--- src/rtl/fg_pkg.sv ---
// Shared definitions for the waveform-generator DAC output path: FSM encoding,
// default widths and the SPI DAC command prefixes.
package fg_pkg;

  typedef enum logic [2:0] {
    IDLE,
    SHIFT,
    TAIL,
    CSHIGH,
    LDAC
  } state_t;

  localparam int DAC_BITWIDTH_DEF = 12;
  localparam int CMD_BITWIDTH_DEF = 4;

  localparam logic [3:0] CMD_WRITE_A = 4'b0011;
  localparam logic [3:0] CMD_WRITE_B = 4'b1011;

endpackage

--- src/rtl/fg_offset_sat.sv ---
// Adds a signed DC offset to a signed waveform sample, clamps the result to the
// unsigned WAVEFORM_BITWIDTH range and truncates it to a DAC code.
module fg_offset_sat
  import fg_pkg::*;
#(
  parameter int WAVEFORM_BITWIDTH = 16,
  parameter int DAC_BITWIDTH      = DAC_BITWIDTH_DEF
) (
  input  logic signed [WAVEFORM_BITWIDTH:0] wave,
  input  logic signed [WAVEFORM_BITWIDTH:0] offset,
  output logic        [DAC_BITWIDTH-1:0]    code
);

  localparam int W = WAVEFORM_BITWIDTH;

  logic signed [W+1:0] sum;
  logic        [W-1:0] sat;
  // Bits below the DAC resolution are dropped on purpose (truncation).
  logic                unused_lsbs;

  // NOTE: every combinational output is given a value on every path, so no
  // latch can be inferred.
  always_comb begin
    sum = $signed({wave[W], wave}) + $signed({offset[W], offset});
    if (sum[W+1]) begin
      sat = '0;
    end else if (sum[W]) begin
      sat = '1;
    end else begin
      sat = sum[W-1:0];
    end
    code = sat[W-1 -: DAC_BITWIDTH];
  end

  assign unused_lsbs = ^sat;

endmodule

--- src/rtl/fg_dac_spi_tx.sv ---
// DAC output stage: offset/saturate each strobed sample, shift {cmd, code} out
// on SPI mode 0 (MSB first), then pulse LDAC for one cycle.
module fg_dac_spi_tx
  import fg_pkg::*;
#(
  parameter int WAVEFORM_BITWIDTH = 16,
  parameter int DAC_BITWIDTH      = DAC_BITWIDTH_DEF,
  parameter int CMD_BITWIDTH      = CMD_BITWIDTH_DEF,
  parameter int CLK_DIV           = 2
) (
  input  logic                          clk_i,
  input  logic                          rstn_i,
  input  logic                          clk_en_i,
  input  logic                          enable_i,
  input  logic signed [WAVEFORM_BITWIDTH:0] wave_i,
  input  logic signed [WAVEFORM_BITWIDTH:0] offset_i,
  input  logic        [CMD_BITWIDTH-1:0]    cmd_i,
  input  logic                          overrun_clr_i,
  output logic                          busy_o,
  output logic                          overrun_o,
  output logic                          sclk_o,
  output logic                          mosi_o,
  output logic                          csn_o,
  output logic                          ldacn_o
);

  localparam int FRAME_BITS = CMD_BITWIDTH + DAC_BITWIDTH;
  localparam int BCW        = (FRAME_BITS > 1) ? $clog2(FRAME_BITS) : 1;
  localparam int HCW        = (CLK_DIV > 1) ? $clog2(CLK_DIV) : 1;

  localparam logic [BCW-1:0] LAST_BIT    = BCW'(FRAME_BITS - 1);
  localparam logic [HCW-1:0] HALF_RELOAD = HCW'(CLK_DIV - 1);

  logic [DAC_BITWIDTH-1:0] code;
  logic [FRAME_BITS-1:0]   frame;

  state_t                state_q, state_d;
  logic [FRAME_BITS-1:0] shreg_q, shreg_d;
  logic [BCW-1:0]        bit_cnt_q, bit_cnt_d;
  logic [HCW-1:0]        half_cnt_q, half_cnt_d;
  logic                  busy_q, busy_d;
  logic                  overrun_q, overrun_d;
  logic                  sclk_q, sclk_d;
  logic                  mosi_q, mosi_d;
  logic                  csn_q, csn_d;
  logic                  ldacn_q, ldacn_d;

  logic strobe;
  logic half_done;

  fg_offset_sat #(
    .WAVEFORM_BITWIDTH(WAVEFORM_BITWIDTH),
    .DAC_BITWIDTH     (DAC_BITWIDTH)
  ) u_offset_sat (
    .wave  (wave_i),
    .offset(offset_i),
    .code  (code)
  );

  assign frame     = {cmd_i, code};
  assign strobe    = clk_en_i & enable_i;
  assign half_done = (half_cnt_q == '0);

  always_comb begin
    state_d    = state_q;
    shreg_d    = shreg_q;
    bit_cnt_d  = bit_cnt_q;
    half_cnt_d = half_cnt_q;
    sclk_d     = sclk_q;
    mosi_d     = mosi_q;

    unique case (state_q)
      IDLE: begin
        if (strobe) begin
          state_d    = SHIFT;
          shreg_d    = frame;
          mosi_d     = frame[FRAME_BITS-1];
          bit_cnt_d  = LAST_BIT;
          half_cnt_d = HALF_RELOAD;
          sclk_d     = 1'b0;
        end
      end
      SHIFT: begin
        if (!half_done) begin
          half_cnt_d = half_cnt_q - 1'b1;
        end else begin
          half_cnt_d = HALF_RELOAD;
          if (!sclk_q) begin
            sclk_d = 1'b1;
          end else begin
            // Falling edge of SCLK: the only point where MOSI may move.
            sclk_d = 1'b0;
            if (bit_cnt_q == '0) begin
              state_d = TAIL;
              mosi_d  = 1'b0;
            end else begin
              bit_cnt_d = bit_cnt_q - 1'b1;
              shreg_d   = {shreg_q[FRAME_BITS-2:0], 1'b0};
              mosi_d    = shreg_q[FRAME_BITS-2];
            end
          end
        end
      end
      TAIL: begin
        if (!half_done) begin
          half_cnt_d = half_cnt_q - 1'b1;
        end else begin
          half_cnt_d = HALF_RELOAD;
          state_d    = CSHIGH;
        end
      end
      CSHIGH: begin
        if (!half_done) begin
          half_cnt_d = half_cnt_q - 1'b1;
        end else begin
          state_d = LDAC;
        end
      end
      LDAC: begin
        state_d = IDLE;
      end
      default: begin
        state_d = IDLE;
      end
    endcase

    // Pin values are derived from the next state so every output is a flop.
    busy_d  = (state_d != IDLE);
    csn_d   = !(state_d inside {SHIFT, TAIL});
    ldacn_d = (state_d != LDAC);

    // A strobe that cannot be accepted wins over a clear in the same cycle.
    if (strobe && busy_q) begin
      overrun_d = 1'b1;
    end else if (overrun_clr_i) begin
      overrun_d = 1'b0;
    end else begin
      overrun_d = overrun_q;
    end
  end

  // NOTE: sequential state uses non-blocking assignments so all flops sample
  // the pre-edge values together.
  always_ff @(posedge clk_i or negedge rstn_i) begin
    if (!rstn_i) begin
      state_q    <= IDLE;
      shreg_q    <= '0;
      bit_cnt_q  <= '0;
      half_cnt_q <= '0;
      busy_q     <= 1'b0;
      overrun_q  <= 1'b0;
      sclk_q     <= 1'b0;
      mosi_q     <= 1'b0;
      csn_q      <= 1'b1;
      ldacn_q    <= 1'b1;
    end else begin
      state_q    <= state_d;
      shreg_q    <= shreg_d;
      bit_cnt_q  <= bit_cnt_d;
      half_cnt_q <= half_cnt_d;
      busy_q     <= busy_d;
      overrun_q  <= overrun_d;
      sclk_q     <= sclk_d;
      mosi_q     <= mosi_d;
      csn_q      <= csn_d;
      ldacn_q    <= ldacn_d;
    end
  end

  assign busy_o    = busy_q;
  assign overrun_o = overrun_q;
  assign sclk_o    = sclk_q;
  assign mosi_o    = mosi_q;
  assign csn_o     = csn_q;
  assign ldacn_o   = ldacn_q;

endmodule

--- config.mk ---
export PLATFORM = sky130hd
export DESIGN_NAME = fg_dac_spi_tx
export DESIGN_NICKNAME = d
export VERILOG_FILES = /design/src/rtl/fg_pkg.sv /design/src/rtl/fg_offset_sat.sv /design/src/rtl/fg_dac_spi_tx.sv
export SDC_FILE = /design/constraint.sdc
export NUM_CORES = 1
export LEC_CHECK = 0
export BUFFER_PORTS_ARGS = -buffer_cell sky130_fd_sc_hd__buf_2
export CAP_MARGIN = 10
export CORE_MARGIN = 2
export CORE_UTILIZATION = 35
export CTS_CLUSTER_SIZE = 40
export DETAILED_ROUTE_END_ITERATION = 10
export GPL_TIMING_DRIVEN = 0
export HOLD_SLACK_MARGIN = 0.1
export PLACE_DENSITY = 0.57
export SLEW_MARGIN = 20
export SYNTH_ARGS = -nofsm -noshare
export SYNTH_HDL_FRONTEND = slang
export SYNTH_SLANG_ARGS = --single-unit
export TNS_END_PERCENT = 1
--- constraint.sdc ---
create_clock -name clk_i -period 2.6 [get_ports clk_i]
set_clock_uncertainty 0.05 [all_clocks]
set_input_delay 0 -clock clk_i [delete_from_list [all_inputs] [get_ports clk_i]]
set_output_delay 0 -clock clk_i [all_outputs]
set_load 0.01 [all_outputs]
### Word-level counts from Yosys, hierarchy flattened

Cells that the tools add are included.

| storage, ports and cells | value |
|---|---|
| logic and storage cells | 72 |
| register bits after elaboration | 29 |
| output and inout port bits | 6 |

| operators by class | value |
|---|---|
| mux-type cells | 34 |
| reductions and logical operators | 14 |
| equality and inequality tests | 10 |
| add/subtract/negate cells | 3 |
| bitwise operators | 1 |

Operators with widths:

| cell | number |
|---|---|
| $mux W15 | 4 |
| $mux W16 | 2 |
| $pmux W15 S2 | 1 |
| $add A17 B17 Y18 | 1 |
| $mux W3 | 6 |
| $mux W4 | 4 |
| $mux W1 | 12 |
| $pmux W3 S4 | 1 |
| $eq A3 B2 Y1 const B | 3 |
| $ne A2 B2 Y1 const B | 4 |
| $pmux W4 S2 | 1 |
| $eq A3 B1 Y1 const B | 2 |
| $reduce_bool A2 Y1 | 3 |
| $reduce_bool A3 Y1 | 2 |
| $reduce_and A5 Y1 | 1 |
| $logic_not A4 Y1 | 1 |
| $pmux W1 S2 | 2 |
| $reduce_and A4 Y1 | 1 |
| $sub A4 B1 Y4 const B | 1 |
| $logic_not A3 Y1 | 1 |
| $ne A3 B3 Y1 const B | 1 |
| $pmux W1 S3 | 1 |
| $reduce_and A3 Y1 | 1 |
| $reduce_and A2 Y1 | 1 |
| other kinds (5) | 5 |

### Logic depth before layout (Yosys ltp)

| depth | value |
|---|---|
| depth in word-level cells | 8 |
| depth in mapped cells | 10 |
| mapped depth without buffers | 8 |

### Hierarchy

A second synthesis with hierarchy kept.

| unflattened totals | value |
|---|---|
| cells, all modules | 239 |
| area total of the unflattened synthesis | 2,387.3 µm² |

Modules (own cells, without submodules):

| module | area each (µm²) | cells an instance | sequential area each (µm²) | instances |
|---|---|---|---|---|
| fg_dac_spi_tx | 1,456.4 | 118 | 728.2 | 1 |
| fg_offset_sat | 930.9 | 121 | 0.0 | 1 |

### Worst setup path before layout

Ideal clock, no wire load.

| timing | value |
|---|---|
| path kind | in2reg |
| from | input port wave_i[4] |
| to | register shreg_q[9] |
| arrival time | 1.923 ns |
| path slack | 0.501 ns |
| buffers on the path | 1 |
| stages | 9 |
| setup time | 0.126 ns |
| cells stage by stage | ha_1 a211oi_2 nor2_2 a2111oi_2 o31ai_2 xnor2_1 buf_6 o21bai_1 a221o_1 |

| on the way | value |
|---|---|
| word-level cells in the longest chain between the ends | 5 |

RTL lines:

| element | RTL line | RTL |
|---|---|---|
| start: declaration | fg_dac_spi_tx.sv:15 | `input logic signed [WAVEFORM_BITWIDTH:0] wave_i,` |
| $add A17 B17 Y18 (*) | fg_offset_sat.sv:24 | `sum = $signed({wave[W], wave}) + $signed({offset[W], offset});` |
| $mux W16 | fg_offset_sat.sv:27 | `end else if (sum[W]) begin` |
| $mux W16 (*) | fg_offset_sat.sv:25 | `if (sum[W+1]) begin` |
| $mux W15 (*) | fg_dac_spi_tx.sv:74 | `if (strobe) begin` |
| $pmux W15 S2 (*) | fg_dac_spi_tx.sv:72 | `unique case (state_q)` |
| end signal: assignment | fg_dac_spi_tx.sv:158 | `shreg_q <= shreg_d;` |
| end: declaration | fg_dac_spi_tx.sv:38 | `logic [FRAME_BITS-1:0] shreg_q, shreg_d;` |

Every way passes the cells marked *; elsewhere a longest branch is shown, timed or not. The select of a mux whose other input is x is not followed.
A chain may end at the register's enable or synchronous reset.

### Final worst setup path

| timing | value |
|---|---|
| from | register state_q[2] |
| to | register shreg_q[9] |

| on the way | value |
|---|---|
| word-level cells in the longest chain between the ends | 3 |
| elaborated cells between the ends (all ways) | 9 |
| classes of those cells | eq/ne (5); mux (1); reduce/logical (3) |

RTL lines:

| element | RTL line | RTL |
|---|---|---|
| start: declaration | fg_dac_spi_tx.sv:37 | `state_t state_q, state_d;` |
| start signal: assignment | fg_dac_spi_tx.sv:157 | `state_q <= state_d;` |
| $eq A3 B1 Y1 / $logic_not A3 Y1 (equally long branches) | fg_dac_spi_tx.sv:72 |  |
| $ne A2 B2 Y1 (no line) / $reduce_bool A2 Y1 (equally long branches) | n/a |  |
| $reduce_and A5 Y1 (no line) | n/a |  |

Several ways; a longest one is shown, not always the timed one.

==> results.sh <==
export IMPL_synthCells=268
export IMPL_grt_max_degree=30
export IMPL_status="finished clean"
export IMPL_hold_path_class="input port to flop"
export IMPL_synth_area_um2=2293
export IMPL_critical_path_arrival_ns=2.37
export IMPL_die_area_um2=7217
export IMPL_p_seq_share_pct=34.0
export IMPL_r2r_end="shreg_q[9]$_DFFE_PN0P_"
export IMPL_drt_iter0_markers=76
export IMPL_netSwitchingPower_uw=855.9
export IMPL_cts_buffers=5
export IMPL_placed_area_um2=2630
export IMPL_internal_power_uw=1248
export IMPL_clk_latency_ns=0.28
export IMPL_reg2reg_depth=8
export IMPL_grt_first_pass_wirelength_mm=8.970
export IMPL_worstPathMaxFanout=10
export IMPL_die_x_um=84.95
export IMPL_worst_path_buf_inv=2
export IMPL_synthesis_nets=328
export IMPL_end_kind="flop"
export IMPL_leakagePower_uw=0.001293
export IMPL_min_period_ns=2.261
export IMPL_hold_depth=5
export IMPL_antennaDiodeCount=0
export IMPL_clk_pin_slew_ns=0.06
export IMPL_grt_pass1_vias=1989
export IMPL_stdcell_count=411
export IMPL_syn_to_final_growth_pct=22.97
export IMPL_cts_root_buf="clkbuf_8"
export IMPL_num_nets_final=393
export IMPL_synth_warning_count=0
export IMPL_dr_pass1_iters=4
export IMPL_async_reset_ff_share_pct=100.0
export IMPL_switching_share_pct=40.67
export IMPL_cts_tree="yes"
export IMPL_vias_per_cell=5.263
export IMPL_relSlewSlack_pct=54.52
export IMPL_cp_top_family="simple AND/OR/NAND/NOR gates"
export IMPL_cp_common_cell="nor2_1"
export IMPL_power_frac_comb_pct=47.8
export IMPL_r2r_setup_slack_ns=0.34
export IMPL_start_kind="flop"
export IMPL_rows=29
export IMPL_avgSynthCellArea_um2=8.558
export IMPL_whs_endpoint="shreg_q[2]$_DFFE_PN0P_"
export IMPL_clock_sinks=29
export IMPL_drc=0
export IMPL_power_density_nw_per_um2=746.1
export IMPL_io_pins=49
export IMPL_grt_total_usage_pct=15.23
export IMPL_gp_congestion=0.8412
export IMPL_synth_top_area_share_pct=29.46
export IMPL_worst_slew_pin_slew_ns=0.6807
export IMPL_slowest_delay_ns=0.44
export IMPL_rsz0062_at_grt="no"
export IMPL_routed_wl_mm=5.362
export IMPL_r2r_start="state_q[2]$_DFF_PN0_"
export IMPL_initial_core_util_pct=36.12
export IMPL_hp_start="offset_i[6]"
export IMPL_timing_setup_tns_ns=0
export IMPL_slowest_stage="or3b_1"
export IMPL_dp_hpwl_mm=4.021
export IMPL_clockPowerShare_pct=18.2
export IMPL_synth_top_area_cell="dfrtp_1"
export IMPL_finalSetupViolCount=0
export IMPL_ys_seq_area_share_pct=31.75
export IMPL_required_ns=2.71
export IMPL_yosys_most_used_dff="dfrtp_1"
export IMPL_ant_nets=0
export IMPL_numPortBuffers=48
export IMPL_postCtsSetupBuffers=0
export IMPL_num_vias=2163
export IMPL_core_um2=6350
export IMPL_final_layout_size_suffix_gt1_share_pct=24.25
export IMPL_cts_resized=0
export IMPL_die_y_um=84.95
export IMPL_grt_overflow_total=0
export IMPL_maxCapViolCount=0
export IMPL_period_share_pct=86.95
export IMPL_synth_edf_count=0
export IMPL_wl_per_cell_um=13.05
export IMPL_fmax_ghz=0.4423
export IMPL_antenna_found_initial=0
export IMPL_clock_path_buffers=2
export IMPL_crit_type="flop to flop"
export IMPL_yosys_top_cells_area="dfrtp_1 (29%), ha_1 (9.3%), nand2_1 (6.5%)"
export IMPL_synth_seq_cells=29
export IMPL_num_fill_cells=629
export IMPL_dp_cells=393
export IMPL_hold_viol_final=0
export IMPL_path_cells="clkbuf_1 > or3b_1 > nor2_1 > nand2_1 > nor2_1 > nor2_1 > buf_2 > a221o_1"
export IMPL_peakVddDrop_mv=0.4607
export IMPL_final_area_um2=2820
export IMPL_ys_types=58
export IMPL_htreeDepth=2
export IMPL_slew_viol_final=0
==> cell families (layout without fill, tap and decap cells) <==
logic type / count (synthesis) / in the layout / share of synthesized area [%]
adder cells (fa/ha/maj): 17 / 17 / 9.274
multiplexers: 7 / 7 / 3.055
XOR/XNOR: 12 / 12 / 4.583
AND/OR/NAND/NOR: 97 / 97 / 20.19
buffers and inverters: 23 / 89 / 4.637
flip-flops: 29 / 29 / 31.75
AO/OA/AOI/OAI: 83 / 83 / 26.52
==> flip-flops by register name, summed over array words and instances (netlist names) <==
register and count:
sclk_o 1, bit_cnt_q 4, mosi_o 1, half_cnt_q 1, overrun_o 1, ldacn_o 1, busy_o 1, state_q 3
csn_o 1, shreg_q 15
==> tightest hold or removal path, stage by stage <==
cell	delay (ns)
buf_2	0.08
ha_1	0.16
xnor2_1	0.12
o21ai_0	0.07
o211ai_1	0.08
==> stage by stage <==
| step | hold slack [ns] | power, uW | setup slack, ns | util, % |
|---|---|---|---|---|
| floorplan | -0.3456 | 1447 | 0.5007 | - |
| global placement | 0.01796 | 1692 | 0.1114 | 41.42 |
| detailed placement | 0.02756 | 1707 | 0.07522 | 41.42 |
| CTS | 0.2044 | 2123 | 0.3527 | 44.41 |
| global route | 0.2538 | 2293 | 0.1197 | 44.41 |
| finish | 0.2108 | 2104 | 0.3393 | 44.41 |
==> layer usage <==
metal	global-route usage, %	share of wire (%)	vias up
li1	-	-	1105
met1	20.35	48	1003
met2	25.00	46	49
met3	3.016	4.6	6
met4	4.473	1.1	0
met5	0	0	-
==> cells in the final DEF (no fill, tap or decap), types with 2 or more instances in the layout <==
cell and n:
nor3b_1 2, mux2i_1 7, nor3_1 3, inv_1 8, xor2_1 4, dfstp_2 2, and3_1 4, nand4_1 3
clkbuf_8 6, dlygate4sd3_1 10, a221o_1 5, o21ai_0 20, o211ai_1 8, ha_1 17, or3_1 2, a311oi_1 2
xnor2_1 8, a31oi_1 4, nor2_1 18, a21oi_1 19, o21ai_1 5, buf_2 55, nand2b_1 3, nand3_1 10
nand2_1 40, dfrtp_1 27, clkbuf_1 8, or2_2 2
==> area by class of cell <==
| class | count | area (um2) | share of cell area, % |
|---|---|---|---|
| Multi-Input combinational cell | 216 | 1459 | 51.73 |
| Sequential cell | 29 | 728.2 | 25.82 |
| Timing Repair Buffer | 58 | 340.3 | 12.07 |
| Tap cell | 77 | 96.34 | 3.416 |
| Clock buffer | 8 | 90.09 | 3.194 |
| Buffer | 15 | 76.32 | 2.706 |
| Inverter | 8 | 30.03 | 1.065 |
==> worst max path at each step <==
stage	from	endpoint	cells past startpoint
2_1_floorplan	wave_i[4]	shreg_q[9]$_DFFE_PN0P_	9
3_3_place_gp	wave_i[14]	shreg_q[6]$_DFFE_PN0P_	10
3_5_place_dp	wave_i[14]	shreg_q[9]$_DFFE_PN0P_	10
4_1_cts	state_q[2]$_DFF_PN0_	shreg_q[9]$_DFFE_PN0P_	8
5_1_grt	state_q[2]$_DFF_PN0_	shreg_q[8]$_DFFE_PN0P_	8
6_report	state_q[2]$_DFF_PN0_	shreg_q[9]$_DFFE_PN0P_	8
==> power groups by stage <==
stage / clock (uW) / sequential (uW) / combinational [uW]
after floorplan: 0 / 713 / 734
after global placement: 0 / 719 / 973
after detailed placement: 0 / 721 / 987
after CTS: 395 / 715 / 1010
after global routing: 410 / 734 / 1150
final: 383 / 716 / 1000
==> cells in the mapped netlist, types with 4 or more instances <==
cell type,instances
a21oi_1,19
a221o_1,5
a31oi_1,4
and3_1,4
buf_2,7
clkbuf_1,6
dfrtp_1,27
ha_1,17
inv_1,8
mux2i_1,7
nand2_1,40
nand3_1,10
nor2_1,18
o211ai_1,8
o21ai_0,20
o21ai_1,5
xnor2_1,8
xor2_1,4
==> timing repair <==
| item | 4_1_cts | 5_1_grt |
|---|---|---|
| hold endpoints to repair | 34 | 0 |
| hold buffers | 10 | 0 |
| setup endpoints to repair | 0 | 0 |
Power figures use the tool's default switching activity.
